[config.mk]
export PLATFORM = sky130hd
export DESIGN_NAME = calendar_ctrl
export DESIGN_NICKNAME = d
export VERILOG_FILES = /design/src/rtl/calendar_ctrl.sv
export SDC_FILE = /design/constraint.sdc
export NUM_CORES = 1
export LEC_CHECK = 0
export ABC_AREA = 1
export BUFFER_PORTS_ARGS = -buffer_cell sky130_fd_sc_hd__buf_2
export CAP_MARGIN = 20
export CORE_MARGIN = 1.5
export CORE_UTILIZATION = 60
export CTS_CLUSTER_SIZE = 30
export DETAILED_ROUTE_END_ITERATION = 8
export PLACE_DENSITY = 0.81
export SYNTH_ARGS = -nofsm -noshare
export SYNTH_HDL_FRONTEND = slang
export SYNTH_SLANG_ARGS = --single-unit
[constraint.sdc]
create_clock -name clk -period 5.2 [get_ports clk]
set_input_delay 1.3 -clock clk [delete_from_list [all_inputs] [get_ports clk]]
set_output_delay 1.3 -clock clk [all_outputs]
set_load 0.02 [all_outputs]
[src/rtl/calendar_ctrl.sv]
// Calendar controller: prescales clk into day advances, maintains day/month/year
// with Gregorian leap handling, and serves a validated host set-date handshake.
module calendar_ctrl #(
    parameter int unsigned TICKS_PER_DAY = 86400,
    parameter int unsigned RST_DAY       = 1,
    parameter int unsigned RST_MONTH     = 1,
    parameter int unsigned RST_YEAR      = 2024
) (
    input  logic        clk,
    input  logic        reset,
    input  logic        enable,
    input  logic        step,
    input  logic        set_valid,
    input  logic [4:0]  set_day,
    input  logic [3:0]  set_month,
    input  logic [11:0] set_year,
    output logic        set_ready,
    output logic        set_err,
    output logic [4:0]  day,
    output logic [3:0]  month,
    output logic [11:0] year,
    output logic        leap_year,
    output logic        new_day,
    output logic        new_month,
    output logic        new_year
);

    localparam int unsigned PW = (TICKS_PER_DAY > 2) ? $clog2(TICKS_PER_DAY) : 1;
    localparam logic [PW-1:0] PrescLast = PW'(TICKS_PER_DAY - 1);

    typedef enum logic [1:0] {StRun, StValidate, StApply} state_e;

    function automatic logic is_leap(input logic [11:0] y);
        return (y[1:0] == 2'b00) && (((y % 12'd100) != 12'd0) || ((y % 12'd400) == 12'd0));
    endfunction

    function automatic logic [4:0] days_in_month(input logic [3:0] m, input logic leap);
        case (m)
            4'd2:                     return leap ? 5'd29 : 5'd28;
            4'd4, 4'd6, 4'd9, 4'd11: return 5'd30;
            default:                  return 5'd31;
        endcase
    endfunction

    state_e        state_q, state_d;
    logic [PW-1:0] presc_q, presc_d;
    logic [4:0]    day_q, day_d, sh_day_q, sh_day_d;
    logic [3:0]    month_q, month_d, sh_month_q, sh_month_d;
    logic [11:0]   year_q, year_d, sh_year_q, sh_year_d;
    logic          new_day_q, new_day_d, new_month_q, new_month_d, new_year_q, new_year_d;
    logic          set_err_q, set_err_d;
    logic          tc;

    assign leap_year = is_leap(year_q);

    always_comb begin
        state_d     = state_q;
        presc_d     = presc_q;
        day_d       = day_q;
        month_d     = month_q;
        year_d      = year_q;
        sh_day_d    = sh_day_q;
        sh_month_d  = sh_month_q;
        sh_year_d   = sh_year_q;
        new_day_d   = 1'b0;
        new_month_d = 1'b0;
        new_year_d  = 1'b0;
        set_err_d   = 1'b0;
        set_ready   = 1'b0;
        tc          = 1'b0;
        unique case (state_q)
            StRun: begin
                set_ready = 1'b1;
                // A capture wins over a coincident advance; prescaler holds.
                if (set_valid) begin
                    sh_day_d   = set_day;
                    sh_month_d = set_month;
                    sh_year_d  = set_year;
                    state_d    = StValidate;
                end else begin
                    if (enable) begin
                        tc      = (presc_q == PrescLast);
                        presc_d = tc ? '0 : presc_q + PW'(1);
                    end
                    if (tc || step) begin
                        new_day_d = 1'b1;
                        if (day_q < days_in_month(month_q, leap_year)) begin
                            day_d = day_q + 5'd1;
                        end else begin
                            day_d       = 5'd1;
                            new_month_d = 1'b1;
                            if (month_q == 4'd12) begin
                                month_d    = 4'd1;
                                year_d     = year_q + 12'd1;
                                new_year_d = 1'b1;
                            end else begin
                                month_d = month_q + 4'd1;
                            end
                        end
                    end
                end
            end
            StValidate: begin
                if ((sh_month_q >= 4'd1) && (sh_month_q <= 4'd12) && (sh_day_q >= 5'd1) &&
                    (sh_day_q <= days_in_month(sh_month_q, is_leap(sh_year_q)))) begin
                    state_d = StApply;
                end else begin
                    set_err_d = 1'b1;
                    state_d   = StRun;
                end
            end
            StApply: begin
                day_d   = sh_day_q;
                month_d = sh_month_q;
                year_d  = sh_year_q;
                presc_d = '0;
                state_d = StRun;
            end
            default: state_d = StRun;
        endcase
    end

    always_ff @(posedge clk or posedge reset) begin
        if (reset) begin
            state_q     <= StRun;
            presc_q     <= '0;
            day_q       <= 5'(RST_DAY);
            month_q     <= 4'(RST_MONTH);
            year_q      <= 12'(RST_YEAR);
            sh_day_q    <= '0;
            sh_month_q  <= '0;
            sh_year_q   <= '0;
            new_day_q   <= 1'b0;
            new_month_q <= 1'b0;
            new_year_q  <= 1'b0;
            set_err_q   <= 1'b0;
        end else begin
            state_q     <= state_d;
            presc_q     <= presc_d;
            day_q       <= day_d;
            month_q     <= month_d;
            year_q      <= year_d;
            sh_day_q    <= sh_day_d;
            sh_month_q  <= sh_month_d;
            sh_year_q   <= sh_year_d;
            new_day_q   <= new_day_d;
            new_month_q <= new_month_d;
            new_year_q  <= new_year_d;
            set_err_q   <= set_err_d;
        end
    end

    assign day       = day_q;
    assign month     = month_q;
    assign year      = year_q;
    assign new_day   = new_day_q;
    assign new_month = new_month_q;
    assign new_year  = new_year_q;
    assign set_err   = set_err_q;

endmodule

==> impl_metrics.ini, run 1 <==
[worst_setup_path]
end_kind = output port
max_stage_delay_ns = 0.64
crit_top_cell = nand2_2
r2r-end = state_q[1]
crit_type = flop to output port
ff2ff_setup_slack_ns = 0.48
slowest_stage = dfstp_2
ff2ff_path_depth = 39
critPathTopFamily = simple AND/OR/NAND/NOR gates
reg2reg_from = sh_year_q[7]
cp.arrival_ns = 3.69
critPathBufInv = 3
crit_fanout = 8
start_kind = flop
crit_required_ns = 3.90

[layout]
fin_nets = 833
syn_to_final_growth_pct = 15.9
final_cells = 906
layout-drive-gt1-share_pct = 25.6
fill_cells = 689
antenna_cells = 0

[die]
dieArea_um2 = 8930
fp.dieW_um = 94.5
fp.coreArea_um2 = 8180
die_h_um = 94.5
rows = 33
io_pins = 53
initial_core_util_pct = 61.4

[synth]
syn_nets = 768
synthCells = 731
synth_edf_count = 0
synth_seq_cells = 65
synth_area_um2 = 5020
synth_ff_type = dfrtp_1
yosys_warnings = 0
async_flop_share_pct = 100
ys_seq_area_share_pct = 32.6
yosysUniqueCellTypes = 48
synth.avg_cell_area_um2 = 6.87

[cts]
cts_tree = done
cts_buffers = 9
clk_path_buf_depth = 2
clkTransAtPathRegs_ns = 0.08
insertion_delay_ns = 0.35
cts.sinks = 65
cts-root-buf = clkbuf_8
hold_buffers = 0
htree_levels = 3

[timing]
fin_crit_ns = 4.99
tightest_slew_ns = 0.984
setup_viol = 0
fin_crit_sh_pct = 95.9
hold_violations = 0
tns_ns = 0
rsz0062_at_grt = yes
skew_ns = 0.0108
max_slew_margin_pct = 34.3
slew_violations = 0
max_freq_ghz = 0.200

[grt]
grt_use_total_pct = 28.5
antenna_found_initial = 0
grt_max_degree = 44
first_global_vias = 4605
grt.overflow.total = 0
grt_pass1_wl_um = 20200

[hold_path]
hold_class = flop to flop
hold_path_end = presc_q[15]
hold_path_depth = 1
min_from = presc_q[14]

[route]
drc = 0
first_iter_violations = 340
routedWlPerCell_um = 13.8
ant_nets = 0
viasPerCell = 5.56
first_pass_iters = 8
drt-total-wl_um = 12500
vias = 5036

[place]
port_buffers = 52
dp_hpwl_um = 8920
dpl.cell_count = 876
routabilityCongestion = 0.875

[run]
cap_viol_max_count = 0

[status]
outcome = completed
==> cell families (layout without fill, tap and decap cells) <==
| group | count (synthesis) | count (layout) | synth area share [%] |
|---|---|---|---|
| flops | 65 | 65 | 32.6 |
| compound gates | 99 | 99 | 11.3 |
| fa+ha+maj | 11 | 11 | 2.74 |
| xor+xnor | 15 | 15 | 2.62 |
| simple gates | 418 | 418 | 40.9 |
| buf+inv | 123 | 193 | 9.84 |
==> synthesized netlist by cell type, types with 6 or more instances <==
library cell | count | area share (%)
nand4_1 | 15 | 1.9
ha_1 | 11 | 2.7
inv_1 | 100 | 7.5
clkbuf_1 | 11 | 0.82
nand3_2 | 11 | 2.2
nor4_1 | 6 | 0.75
a21oi_1 | 24 | 2.4
dfrtp_1 | 56 | 28
nand2_4 | 7 | 1.6
o21ai_0 | 48 | 4.8
nor2_1 | 47 | 3.5
nor3_1 | 11 | 1.1
nand2_2 | 52 | 6.5
dfstp_2 | 9 | 4.7
xor2_1 | 10 | 1.7
nand3_1 | 65 | 6.5
nand2_1 | 185 | 14
==> placed cells by master (no fill, tap or decap), drive strengths merged, types with 3 or more instances in the layout <==
cell type and n:
a21oi 27, buf 69, bufinv 3, clkbuf 10, clkinv 5, dfrtp 56, dfstp 9, ha 11
inv 105, nand2 244, nand3 76, nand4 16, nor2 55, nor3 11, nor4 6, o211ai 4
o21ai 52, o22ai 4, or2 3, xnor2 5, xor2 10
==> per-layer routing <==
metal	GRT usage, %	share of wire, %	vias to the layer above
li1	-	-	2493
met4	14.8	3.4	0
met5	0	0	-
met1	35.8	43	2334
met2	48.0	50	167
met3	3.62	4.4	42
==> registers in the layout, summed over array words and instances (netlist names) <==
name / cells
presc_q: 17
sh_year_q: 12
year: 12
day: 5
sh_day_q: 5
month: 4
sh_month_q: 4
state_q: 2
new_day: 1
new_month: 1
new_year: 1
set_err: 1
==> layout make-up <==
type,instances,area [um2],area share (%)
clock buffers,10,138,2.37
clock inverters,6,115,1.98
inverters,108,405,6.97
multi-input cells,543,3000,51.6
flip-flops and latches,65,1640,28.1
well taps,105,131,2.26
repair buffers,69,388,6.67
==> how the worst max path moves through the flow <==
stage / from / to / slack, ns / cells after the start
finish: year[7] / leap_year / 0.21 / 29
CTS: year[8] / leap_year / 0.18 / 31
global placement: year[10] / leap_year / 0.69 / 28
detailed placement: sh_year_q[7] / state_q[1] / 0.48 / 35
global route: year[7] / leap_year / -0.08 / 29
floorplan: year[8] / leap_year / 0.96 / 31
==> worst register-to-register path: cells and delay by family (launching register included) <==
family	cells	cell delay, ns
xor+xnor	1	0.19
buf+inv	1	0.04
flops	1	0.45
simple gates	33	3.22
compound gates	3	0.40
fa+ha+maj	1	0.28
==> metrics by stage <==
step | setup WS [ns] | hold slack [ns] | cell area (um2) | util, %
after floorplan | 0.956 | 0.446 | 5020 | -
after global placement | 0.693 | 0.466 | 5350 | 65.4
after detailed placement | 0.479 | 0.488 | 5350 | 65.4
after CTS | 0.181 | 0.507 | 5600 | 68.5
after global routing | -0.0833 | 0.526 | 5820 | 71.2
final | 0.212 | 0.509 | 5820 | 71.2
==> timing repair <==
action | 4_1_cts | 5_1_grt
resized for setup | 0 | 29
endpoints found under the setup margin | 0 | 3
buffers inserted | 0 | 14
Power of run 1 is not shown: default switching activity piles up to over one toggle a cycle in this logic, so the estimate is an artifact.
==> run 2: changes to the inputs <==
- CORE_UTILIZATION: 60 -> 50
- PLACE_DENSITY: 0.81 -> 0.7
==> impl_metrics.ini, run 2 (same netlist as run 1, synthesis figures left out) <==
[worst_setup_path]
cp.arrival_ns = 3.69
crit_type = flop to output port
ff2ff_setup_slack_ns = 0.51
slowest_stage = dfstp_2
crit_top_cell = nand2_1
reg2reg_from = sh_year_q[7]
max_stage_delay_ns = 0.62
end_kind = output port
crit_fanout = 7
ff2ff_path_depth = 39
crit_required_ns = 3.90
r2r-end = state_q[1]
start_kind = flop

[route]
drt-total-wl_um = 12300
routedWlPerCell_um = 13.2
ant_nets = 0
first_iter_violations = 314
vias = 4860
drc = 0
first_pass_iters = 4
viasPerCell = 5.20

[cts]
htree_levels = 3
cts_buffers = 9
clkTransAtPathRegs_ns = 0.07
cts.sinks = 65
cts-root-buf = clkbuf_8
hold_buffers = 0
insertion_delay_ns = 0.35
cts_tree = done
clk_path_buf_depth = 2

[layout]
layout_commonest_cell = nand2_1
multi_input_area_um2 = 3010
layout_common_cells = nand2_1, inv_1, nand3_1, dfrtp_1
ff_latch_area_um2 = 1640
top_register = presc_q
layout-drive-gt1-share_pct = 25.0
syn_to_final_growth_pct = 16.4
antenna_cells = 0
largest_reg_flops = 17
fill_cells = 941
fin_nets = 833

[die]
fp.dieW_um = 103
dieArea_um2 = 10700
io_pins = 53
fp.coreArea_um2 = 9770
die_h_um = 103
rows = 36
initial_core_util_pct = 51.4

[place]
port_buffers = 52
routabilityCongestion = 0.857
dp_hpwl_um = 8990

[timing]
skew_ns = 0.00843
hold_violations = 0
holdWs_ns = 0.475
fin_crit_ns = 4.99
tightest_slew_ns = 1.00
setup_viol = 0
max_slew_margin_pct = 33.2
fin_crit_sh_pct = 95.9
slew_violations = 0
max_freq_ghz = 0.201

[grt]
antenna_found_initial = 0
first_global_vias = 4370
grt_max_degree = 48
grt_use_total_pct = 23.3
grt_pass1_wl_um = 19700
grt.overflow.total = 0

[hold_path]
hold_path_depth = 1
min_from = presc_q[14]
hold_path_end = presc_q[15]
hold_class = flop to flop

[status]
outcome = completed

[run]
cap_viol_max_count = 0
-- run 2: routing by layer --
layer | vias to the layer above | routed length, um | GRT usage [%]
met5 | - | 0 | 0
li1 | 2496 | - | -
met2 | 100 | 6130 | 40.0
met3 | 19 | 382 | 3.97
met4 | 0 | 191 | 7.48
met1 | 2245 | 5640 | 30.1
-- run 2: layout make-up --
cell class / instances / share of cell area [%]
inverters: 108 / 6.93
clock inverters: 5 / 1.33
repair buffers: 69 / 6.89
well taps: 133 / 2.85
flip-flops and latches: 65 / 28.0
clock buffers: 11 / 2.59
multi-input cells: 543 / 51.4
-- run 2: through the flow --
step | setup TNS, ns | cell area [um2] | utilization (%) | worst slack (ns) | std cells
after floorplan | 0 | 5020 | - | 0.956 | 731
after global placement | 0 | 5380 | 55.1 | 0.671 | 904
after detailed placement | 0 | 5380 | 55.1 | 0.522 | 904
after CTS | 0 | 5610 | 57.4 | 0.200 | 920
after global routing | -0.0497 | 5850 | 59.8 | -0.0465 | 934
final | 0 | 5850 | 59.8 | 0.213 | 934
-- run 2: worst max-delay path: cells and delay by family (launching register included) --
family / cells / cell delay [ns]
compound gates: 1 / 0.05
flops: 1 / 0.62
simple gates: 24 / 2.24
buf+inv: 4 / 0.41
-- run 2: timing repair --
| item | in CTS | in global routing |
|---|---|---|
| buffers inserted | 0 | 13 |
| resized for setup | 0 | 29 |
| setup endpoints to repair | 0 | 3 |
| hold endpoints to repair | 0 | 0 |
-- run 2: worst max path at each step --
| stage | cells after the start | endpoint | slack [ns] | startpoint |
|---|---|---|---|---|
| after global placement | 28 | leap_year | 0.67 | year[8] |
| final | 29 | leap_year | 0.21 | year[8] |
| after detailed placement | 39 | state_q[1] | 0.52 | sh_year_q[7] |
| after floorplan | 31 | leap_year | 0.96 | year[8] |
| after CTS | 27 | leap_year | 0.20 | year[8] |
| after global routing | 29 | leap_year | -0.05 | year[8] |
Power of run 2 is left out for the same reason.
==> run 3: changes to the inputs <==
- CORE_MARGIN: 1.5 -> not set
- PLACE_DENSITY: 0.7 -> 0.72
- clock period: 5.2 -> 4.3 ns (I/O delays scaled with it)
==> impl_metrics.ini, run 3 (same netlist as run 1, synthesis figures left out) <==
[die]
initial_core_util_pct = 51.4
fp.dieW_um = 102
io_pins = 53
rows = 36
die_h_um = 102
dieArea_um2 = 10400
fp.coreArea_um2 = 9770

[place]
routabilityCongestion = 0.898
dp_hpwl_um = 9020
dpl.cell_count = 917
port_buffers = 52

[grt]
first_global_vias = 4603
grtUsageMet3_pct = 3.97
grt.overflow.total = 0
grt_max_degree = 43
grt_pass1_wl_um = 20500
grt_busiest_layer = met2
met1_usage_pct = 31.4
grt_use_total_pct = 24.9
use_met2_pct = 43.3
antenna_found_initial = 0

[worst_setup_path]
reg2reg_from = sh_year_q[7]
startpoint = year[9]
end_kind = output port
start_kind = flop
r2r-end = state_q[1]
crit_fanout = 6
ff2ff_path_depth = 39
crit_required_ns = 3.22
crit_top_cell = nand2_4
ff2ff_setup_slack_ns = -0.21
cp.arrival_ns = 3.65
slowest_stage = dfstp_2
max_stage_delay_ns = 0.54
crit_type = flop to output port

[layout]
fin_nets = 852
layout-drive-gt1-share_pct = 32.4
largest_reg_flops = 17
layout_common_cells = nand2_1, inv_1, dfrtp_1, nand3_1, nand2_2
syn_to_final_growth_pct = 25.6
top_register = presc_q
final_cells = 953
antenna_cells = 0
layout_commonest_cell = nand2_1

[hold_path]
hold_path_depth = 1
hold_class = flop to flop
hold_path_end = presc_q[15]
min_from = presc_q[14]

[route]
drc = 0
vias = 5004
viasPerCell = 5.25
first_iter_violations = 262
ant_nets = 0
drt-total-wl_um = 12900
routedWlPerCell_um = 13.6
first_pass_iters = 5

[status]
violations = setup timing
outcome = finished with violations

[timing]
timing.final.ws_setup_ns = -0.427
max_slew_margin_pct = 34.3
slew_violations = 0
skew_ns = 0.0138
tightest_slew_ns = 0.984
rsz0062_at_grt = yes
setup_viol = 3
fin_crit_sh_pct = 110
holdWs_ns = 0.506
hold_violations = 0
fin_crit_ns = 4.73
max_freq_ghz = 0.212
tns_ns = -0.781

[cts]
htree_levels = 3
cts-root-buf = clkbuf_8
cts_tree = done
clk_path_buf_depth = 2
cts.sinks = 65
insertion_delay_ns = 0.35
hold_buffers = 0
clkTransAtPathRegs_ns = 0.07
cts_buffers = 9

[run]
cap_viol_max_count = 0
run 3: final cells by class:
class                   instances  area [um2]
clock buffers                  13         149
well taps                     133         166
inverters                     108         407
multi-input cells             543        3370
flip-flops and latches         65        1640
fillers                       876        3470
repair buffers                 88         537
clock inverters                 3        40.0
run 3: worst max-delay path, delay by kind of cell, from the launching register on:
kind                   cells  cell delay [ns]
buffers and inverters      3             0.23
AND/OR/NAND/NOR           24             2.45
AO/OA/AOI/OAI              1             0.05
flip-flops                 1             0.54
run 3: what timing repair did:
action                                  CTS  global route
setup buffers                            10            10
pin swaps                                29            56
resized for setup                        38            81
endpoints found under the setup margin    3             3
run 3: through the flow:
step,util [%],area [um2],worst slack [ns]
floorplan,-,5020,0.276
global placement,56.1,5480,-0.0763
detailed placement,56.1,5480,-0.198
CTS,60.4,5910,-0.248
global route,64.5,6310,-0.614
finish,64.5,6310,-0.427
run 3: worst max path at each step:
stage	end	slack, ns	cells past startpoint
after floorplan	state_q[1]	0.28	37
after global placement	state_q[1]	-0.08	39
after detailed placement	state_q[1]	-0.20	37
after CTS	leap_year	-0.25	28
after global routing	leap_year	-0.61	28
final	leap_year	-0.43	28
run 3: routing by layer:
metal	vias to the layer above	routed length, um	share of wire, %
met2	114	6600	51
li1	2530	-	-
met4	0	235	1.8
met5	-	0	0
met1	2338	5530	43
met3	22	557	4.3
Power of run 3 is left out for the same reason.
